`config.mk`:
```
export PLATFORM = sky130hd
export DESIGN_NAME = alu_arbiter
export DESIGN_NICKNAME = d
export VERILOG_FILES = /design/src/rtl/alu_arbiter.sv
export SDC_FILE = /design/constraint.sdc
export NUM_CORES = 1
export LEC_CHECK = 0
export ABC_CLOCK_PERIOD_IN_PS = 2050
export CORE_UTILIZATION = 60
export CTS_CLUSTER_DIAMETER = 80
export CTS_CLUSTER_SIZE = 16
export DETAILED_ROUTE_END_ITERATION = 10
export DONT_BUFFER_PORTS = 1
export HOLD_SLACK_MARGIN = 0.05
export PLACE_DENSITY = 0.75
export SYNTH_ARGS = -nofsm -noshare
export SYNTH_HDL_FRONTEND = slang
export SYNTH_SLANG_ARGS = --single-unit
```
`constraint.sdc`:
```
create_clock -name clk -period 2.05 [get_ports clk]
set_clock_uncertainty 0.1 [all_clocks]
set_input_delay 0.3075 -clock clk [delete_from_list [all_inputs] [get_ports clk]]
set_output_delay 0.3075 -clock clk [all_outputs]
set_load 0.005 [all_outputs]
```
`src/rtl/alu_arbiter.sv`:
```
// alu_arbiter: two-requester, round-robin front end for one shared,
// multi-cycle ALU.
//
// Optional feature macro: ALU_ARB_TIMEOUT_EN. When it is defined, a BUSY
// phase with no alu_done for TIMEOUT_CYCLES cycles is aborted. The aborted
// operation completes with error=1 and result 16'h0000. When the macro is
// undefined, BUSY waits for alu_done indefinitely.
//
// Ports
//   clk, reset_n               clock; synchronous active-low reset
//   reqN_valid/a/b/op          requester N operation (N = 0,1); valid held until ready
//   reqN_ready                 one-cycle accept pulse to requester N
//   rspN_valid                 one-cycle response pulse to requester N
//   rspN_result/error          result and error of the last response to N (held)
//   alu_start                  level start, high for the whole BUSY phase
//   alu_a, alu_b, alu_op       operands/opcode to the ALU, stable during BUSY
//   alu_done/result/error      ALU completion, sampled only in BUSY
//   busy                       high whenever the FSM is not in IDLE
//
// Opcode type alu_opcode_t lives in alu_arbiter_pkg. Codes 6 and 7 are reserved.

package alu_arbiter_pkg;
  typedef enum logic [2:0] {
    OP_ADD  = 3'd0,
    OP_SUB  = 3'd1,
    OP_MUL  = 3'd2,
    OP_AND  = 3'd3,
    OP_OR   = 3'd4,
    OP_XOR  = 3'd5,
    OP_RSV6 = 3'd6,
    OP_RSV7 = 3'd7
  } alu_opcode_t;
endpackage

module alu_arbiter
  import alu_arbiter_pkg::*;
#(
  parameter int unsigned TIMEOUT_CYCLES = 32
) (
  input  logic        clk,
  input  logic        reset_n,
  input  logic        req0_valid,
  input  logic [7:0]  req0_a,
  input  logic [7:0]  req0_b,
  input  alu_opcode_t req0_op,
  output logic        req0_ready,
  input  logic        req1_valid,
  input  logic [7:0]  req1_a,
  input  logic [7:0]  req1_b,
  input  alu_opcode_t req1_op,
  output logic        req1_ready,
  output logic        rsp0_valid,
  output logic [15:0] rsp0_result,
  output logic        rsp0_error,
  output logic        rsp1_valid,
  output logic [15:0] rsp1_result,
  output logic        rsp1_error,
  output logic        alu_start,
  output logic [7:0]  alu_a,
  output logic [7:0]  alu_b,
  output alu_opcode_t alu_op,
  input  logic        alu_done,
  input  logic [15:0] alu_result,
  input  logic        alu_error,
  output logic        busy
);

  if (TIMEOUT_CYCLES == 0) begin : g_timeout_check
    $error("alu_arbiter: TIMEOUT_CYCLES must be nonzero");
  end

  typedef enum logic [1:0] {
    IDLE = 2'd0,
    BUSY = 2'd1,
    RESP = 2'd2
  } state_t;

  state_t      state;
  logic        rr_ptr;    // requester that wins when both are valid
  logic        gnt_id;    // requester that owns the current operation
  logic [15:0] res_hold;  // ALU result captured on alu_done
  logic        err_hold;
  logic        pick;

`ifdef ALU_ARB_TIMEOUT_EN
  localparam int unsigned CNT_W = (TIMEOUT_CYCLES > 1) ? $clog2(TIMEOUT_CYCLES) : 1;
  localparam logic [CNT_W-1:0] CNT_LAST = CNT_W'(TIMEOUT_CYCLES - 1);
  logic [CNT_W-1:0] tmo_cnt;
`endif

  // A lone request wins outright. Under contention the round-robin
  // pointer decides.
  always_comb begin
    pick = rr_ptr;
    if (req0_valid && !req1_valid) begin
      pick = 1'b0;
    end else if (!req0_valid && req1_valid) begin
      pick = 1'b1;
    end
  end

  always_ff @(posedge clk) begin
    if (!reset_n) begin
      state       <= IDLE;
      rr_ptr      <= 1'b0;
      gnt_id      <= 1'b0;
      res_hold    <= '0;
      err_hold    <= 1'b0;
      req0_ready  <= 1'b0;
      req1_ready  <= 1'b0;
      rsp0_valid  <= 1'b0;
      rsp0_result <= '0;
      rsp0_error  <= 1'b0;
      rsp1_valid  <= 1'b0;
      rsp1_result <= '0;
      rsp1_error  <= 1'b0;
      alu_start   <= 1'b0;
      alu_a       <= '0;
      alu_b       <= '0;
      alu_op      <= OP_ADD;
      busy        <= 1'b0;
`ifdef ALU_ARB_TIMEOUT_EN
      tmo_cnt     <= '0;
`endif
    end else begin
      // Accept and response strobes are single-cycle pulses.
      req0_ready <= 1'b0;
      req1_ready <= 1'b0;
      rsp0_valid <= 1'b0;
      rsp1_valid <= 1'b0;

      case (state)
        IDLE: begin
          if (req0_valid || req1_valid) begin
            gnt_id     <= pick;
            req0_ready <= ~pick;
            req1_ready <= pick;
            alu_a      <= pick ? req1_a  : req0_a;
            alu_b      <= pick ? req1_b  : req0_b;
            alu_op     <= pick ? req1_op : req0_op;
            alu_start  <= 1'b1;
            busy       <= 1'b1;
            state      <= BUSY;
`ifdef ALU_ARB_TIMEOUT_EN
            tmo_cnt    <= '0;
`endif
          end
        end

        BUSY: begin
          if (alu_done) begin
            res_hold  <= alu_result;
            err_hold  <= alu_error;
            alu_start <= 1'b0;
            state     <= RESP;
`ifdef ALU_ARB_TIMEOUT_EN
          end else if (tmo_cnt == CNT_LAST) begin
            // Abort a hung ALU. The response reports an error with a zero result.
            res_hold  <= '0;
            err_hold  <= 1'b1;
            alu_start <= 1'b0;
            state     <= RESP;
          end else begin
            tmo_cnt   <= tmo_cnt + 1'b1;
`endif
          end
        end

        RESP: begin
          if (gnt_id) begin
            rsp1_valid  <= 1'b1;
            rsp1_result <= res_hold;
            rsp1_error  <= err_hold;
          end else begin
            rsp0_valid  <= 1'b1;
            rsp0_result <= res_hold;
            rsp0_error  <= err_hold;
          end
          // Hand priority to the requester that was not just served.
          rr_ptr <= ~gnt_id;
          busy   <= 1'b0;
          state  <= IDLE;
        end

        default: begin
          alu_start <= 1'b0;
          busy      <= 1'b0;
          state     <= IDLE;
        end
      endcase
    end
  end

endmodule

```
==> impl_metrics.ini, run 1 <==
[setup_path]
worst_ep_required_time_ns = 2.17
cp_slowest_cell = a2111oi_1
crit_path_max_fanout = 42
critPathMaxStageDelay_ns = 0.45
critical_path_class = flop to flop
endpoint_kind = flop
crit_arrival_ns = 1.82
start_kind = flop
path_cells = or2_1, buf_12, a2111oi_1, nor4_1

[grt]
antenna_found_initial = 0
gr-usage-all-layers = 0.286
grt_max_degree = 43
grt_remaining_overflow = 0
grt_pass1_wl_mm = 12.1
grt_pass1_vias = 2511

[clock_network]
clk_path_buf_depth = 2
cts_sinks = 80
ctsResizeCount = 0
numCtsBuffers = 9
cts_hold_buf = 21
cts_tree = done
clk_pin_slew_ns = 0.08
clock_latency_ns = 0.35
cts_setup_buffers = 0
root_buffer = clkbuf_8
cts_max_level = 3

[logic_synthesis]
synth-adder-area-share = 0
synth-simple-area-share = 0.188
syn_inst = 381
ys_types = 25
yosysSeqAreaShare = 0.497
synth_top_family_by_area = compound AO/OA/AOI/OAI gates
synthesis.nets = 441
muxShareOfSynthArea = 0
yosysWarnings = 0
synth-seq-cells = 80
synth-compound-area-share = 0.244
synthXorXnorAreaFrac = 0
syn_avg_cell_area_um2 = 8.46
syn_area_mm2 = 0.00322

[timing]
final.setup.tns_ns = 0
fmax_mhz = 589
whs_ns = 0.134
final-setup-viol-count = 0
post-route-period-util = 0.829
rsz0062_at_grt = no
hold_viol_final = 0
finalMaxSlewViolations = 0
worstMarginPinSlew_ns = 0.712
slew_headroom = 0.525
post-route-min-period_ns = 1.70

[routing]
drt-total-wl_mm = 8.13
drc = 0
dr.pass1.iters = 4
antenna_left = 0
vias_per_cell = 6.04
vias = 2771
post_drt_wl_per_cell_um = 17.7
drt_iter0_drc = 226

[die]
die_h_um = 75.3
dieArea_mm2 = 0.00567
rows = 26
coreArea_mm2 = 0.00514
fp.dieW_um = 75.3
initial_core_util = 0.627
io_pins = 119

[placed_design]
routabilityCongestion = 0.752
dp_hpwl_mm = 4.83
dp.cells = 421
portBuffers = 0

[power]
peakVddDrop_v = 0.000550
pwr-share-comb = 0.088
swShare = 0.239
power.share.sequential = 0.495
p_total_mw = 3.41
leakagePower_nw = 1.19
intPower_mw = 2.59
p_per_area_mw_per_mm2 = 928
switchingPower_mw = 0.815
p_clk_frac = 0.417

[layout]
mostFrequentLayoutCells = nand2_1, dfxtp_1, a21oi_1
antenna_cells = 0
final_common_cell = nand2_1
drive_above_1_share = 0.0797
fin_nets = 444
syn_to_final_growth_pct = 13.9
finalNonFillerCells = 459

[job]
max_cap_viol_count = 0

[worst_hold_path]
hold_path_class = input port to flop

[run_status]
outcome = complete, no violations
[power groups by stage]
stage / Clock (mW) / Combinational (mW) / Sequential, mW
global placement: 0 / 0.254 / 1.72
CTS: 1.45 / 0.295 / 1.69
global route: 1.51 / 0.330 / 1.70
detailed placement: 0 / 0.259 / 1.72
floorplan: 0 / 0.240 / 1.70
finish: 1.42 / 0.300 / 1.69
[path summary, 6_finish.rpt]
kind                                 start  slack (ns)                          end  cells past startpoint
hold reg to reg   res_hold[1]$_SDFFE_PN0P_        0.37  rsp0_result[1]$_SDFFE_PN0P_                      2
hold / removal                  req0_valid        0.13          gnt_id$_SDFFE_PN0P_                      3
setup reg to reg     state[0]$_SDFFE_PN0P_        0.35        alu_a[1]$_SDFFE_PN0P_                      4
setup / recovery     state[0]$_SDFFE_PN0P_        0.35        alu_a[1]$_SDFFE_PN0P_                      4
[area by class of cell]
class                           count  area, um^2
Clock inverter                      6         114
Multi-Input combinational cell    256        1390
Sequential cell                    80        1600
Fill cell                         445        1470
Clock buffer                       10         138
Tap cell                           70        87.6
Inverter                            5        18.8
Timing Repair Buffer               32         320
[state kept, by name, summed over array words and instances, names as in the netlist, 2 cells and up]
name / flops
state: 2
alu_a: 8
alu_b: 8
alu_op: 3
rsp0_result: 16
rsp1_result: 16
res_hold: 16
[cell usage after synthesis (all sizes together)]
master     n  area share
a2111oi   41        0.12
o211ai     1      0.0023
nor4      19       0.037
or2        2      0.0039
nor3b      1      0.0058
nand2    102        0.12
nor2       7      0.0082
a21oi     72        0.11
clkbuf    19       0.022
and3b      2      0.0054
o21ai      3      0.0047
buf       21       0.043
or3b       1      0.0027
o21a       1      0.0023
nand3b     2      0.0047
dfxtp     80        0.50
nor2b      1      0.0019
inv        5      0.0058
o211a      1      0.0031
[worst max-delay path: cells and delay by family (launching register included)]
kind | cells | cell delay [ns]
flops | 1 | 0.42
compound gates | 1 | 0.45
simple gates | 2 | 0.41
buf+inv | 1 | 0.18
[logic make-up after synthesis]
logic type / count (synthesis)
simple gates: 137
flops: 80
buf+inv: 45
compound gates: 119
[routing by layer]
metal	wire length, um	GRT usage	up-vias	part of all wire
li1	-	-	1367	-
met5	0	0	-	0
met1	3540	0.366	1294	0.44
met3	762	0.143	4	0.094
met4	40	0.0823	0	0.0049
met2	3790	0.427	106	0.47
[through the flow]
step,utilization,worst slack [ns],area [um^2]
after global placement,0.623,0.456,3200
after floorplan,-,0.623,3220
final,0.715,0.351,3670
after detailed placement,0.623,0.384,3200
after CTS,0.713,0.356,3660
after global routing,0.715,0.177,3670
Note: power is estimated with default switching activity, not from simulation.
==> run 2: changes to the inputs <==
- ABC_CLOCK_PERIOD_IN_PS: 2050 -> 1500
- CORE_UTILIZATION: 60 -> 56
- PLACE_DENSITY: 0.75 -> 0.73
- clock period: 2.05 -> 1.5 ns (I/O delays scaled with it)
==> impl_metrics.ini, run 2 (same netlist as run 1, synthesis figures left out) <==
[run_status]
outcome = complete, no violations

[setup_path]
path_cells = or2_4, clkbuf_16, a2111oi_4, nor4_2
start_kind = flop
worst_ep_required_time_ns = 1.62
endpoint_kind = flop
cp_slowest_cell = a2111oi_4
cp_top_family = simple AND/OR/NAND/NOR gates
critPathMaxStageDelay_ns = 0.35
crit_path_max_fanout = 11
cp_num_buf_inv = 1
crit_arrival_ns = 1.62
critical_path_class = flop to flop

[timing]
fmax_mhz = 667
final-setup-viol-count = 0
whs_ns = 0.0313
post-route-period-util = 0.999
hold_viol_final = 0
slew_headroom = 0.0866
post-route-min-period_ns = 1.50
finalMaxSlewViolations = 0
rsz0062_at_grt = yes
final.setup.tns_ns = 0
worstMarginPinSlew_ns = 1.37

[layout]
syn_to_final_growth_pct = 30.2
fin_nets = 458
largestRegisters = res_hold x16, rsp0_result x16, rsp1_result x16
final_common_cell = nand2_1
drive_above_1_share = 0.181
fin_area_mm2 = 0.00420
n_fill_cell = 394
multi_input_area_mm2 = 0.00170
regArea_mm2 = 0.00160
antenna_cells = 0
mostFrequentLayoutCells = nand2_1, dfxtp_1, a21oi_1

[power]
intPower_mw = 3.46
switchingPower_mw = 1.25
p_per_area_mw_per_mm2 = 1120
swShare = 0.266
p_clk_frac = 0.378
p_total_mw = 4.72
leakagePower_nw = 1.30
peakVddDrop_v = 0.000739
power.share.sequential = 0.488
pwr-share-comb = 0.134

[clock_network]
cts_tree = done
clk_pin_slew_ns = 0.08
cts_max_level = 3
cts_sinks = 80
root_buffer = clkbuf_8
clk_path_buf_depth = 2
clock_latency_ns = 0.36
numCtsBuffers = 9

[placed_design]
routabilityCongestion = 0.760
dp_hpwl_mm = 4.85
placed_area_mm2 = 0.00329
portBuffers = 0

[routing]
drt_iter0_drc = 192
antenna_left = 0
vias = 2996
drc = 0
post_drt_wl_per_cell_um = 19.4
vias_per_cell = 6.31
dr.pass1.iters = 4
drt-total-wl_mm = 9.20

[grt]
grt_remaining_overflow = 0
grt_max_degree = 54
gr-usage-all-layers = 0.292
grt_pass1_vias = 2834
antenna_found_initial = 0
grt_pass1_wl_mm = 13.8

[die]
initial_core_util = 0.582
rows = 27
dieArea_mm2 = 0.00607
io_pins = 119
die_h_um = 77.9
coreArea_mm2 = 0.00554
fp.dieW_um = 77.9

[job]
max_cap_viol_count = 0

[worst_hold_path]
hold_path_class = input port to flop
run 2: cell types whose count changed in the layout (fill, tap and decap cells not counted), moves of 4 or more:
cell,before,now
buf_4,8,3
buf_12,2,8
a2111oi_0,27,4
a2111oi_1,12,8
dlygate4sd3_1,22,28
a2111oi_2,2,19
a2111oi_4,0,10
run 2: through the flow:
step           setup slack (ns)   util  instances
4_1_cts                 -0.0229  0.686        468
2_1_floorplan            0.0730      -        381
3_3_place_gp             0.0149  0.595        425
6_report               0.000977  0.758        475
5_1_grt                 -0.0493  0.758        475
3_5_place_dp            -0.0529  0.595        425
run 2: power groups by stage:
stage	clock, mW	combinational (mW)	sequential (mW)
after floorplan	0	0.328	2.32
after global placement	0	0.389	2.34
after detailed placement	0	0.400	2.34
after CTS	1.82	0.464	2.30
after global routing	1.93	0.674	2.32
final	1.78	0.630	2.30
run 2: path summary, 6_finish.rpt:
| path | startpoint | end | slack, ns | depth (start not counted) |
|---|---|---|---|---|
| worst max-delay path | state[0]$_SDFFE_PN0P_ | alu_b[3]$_SDFFE_PN0P_ | 0.001 | 4 |
| worst min-delay path | req0_b[0] | alu_b[0]$_SDFFE_PN0P_ | 0.03 | 2 |
| worst max register to register | state[0]$_SDFFE_PN0P_ | alu_b[3]$_SDFFE_PN0P_ | 0.001 | 4 |
| worst min register to register | res_hold[13]$_SDFFE_PN0P_ | rsp0_result[13]$_SDFFE_PN0P_ | 0.37 | 2 |
run 2: timing repair:
action | CTS | global route
gates cloned | 0 | 5
hold buffers | 27 | 1
gates resized for setup | 4 | 67
hold endpoints to repair | 30 | 1
pin swaps | 0 | 2
endpoints found under the setup margin | 19 | 33
setup buffers | 0 | 1
run 2: per-layer routing:
metal,vias to the layer above,part of all wire,track usage
met1,1418,0.38,0.347
met5,-,0,0
li1,1408,-,-
met2,147,0.51,0.478
met4,0,0.021,0.158
met3,23,0.083,0.0800
run 2: area by class of cell:
| class | count | area share |
|---|---|---|
| Inverter | 5 | 0.00536 |
| Sequential cell | 80 | 0.382 |
| Clock buffer | 9 | 0.0295 |
| Multi-Input combinational cell | 256 | 0.404 |
| Timing Repair inverter | 2 | 0.00358 |
| Clock inverter | 7 | 0.0241 |
| Tap cell | 72 | 0.0215 |
| Timing Repair Buffer | 44 | 0.130 |
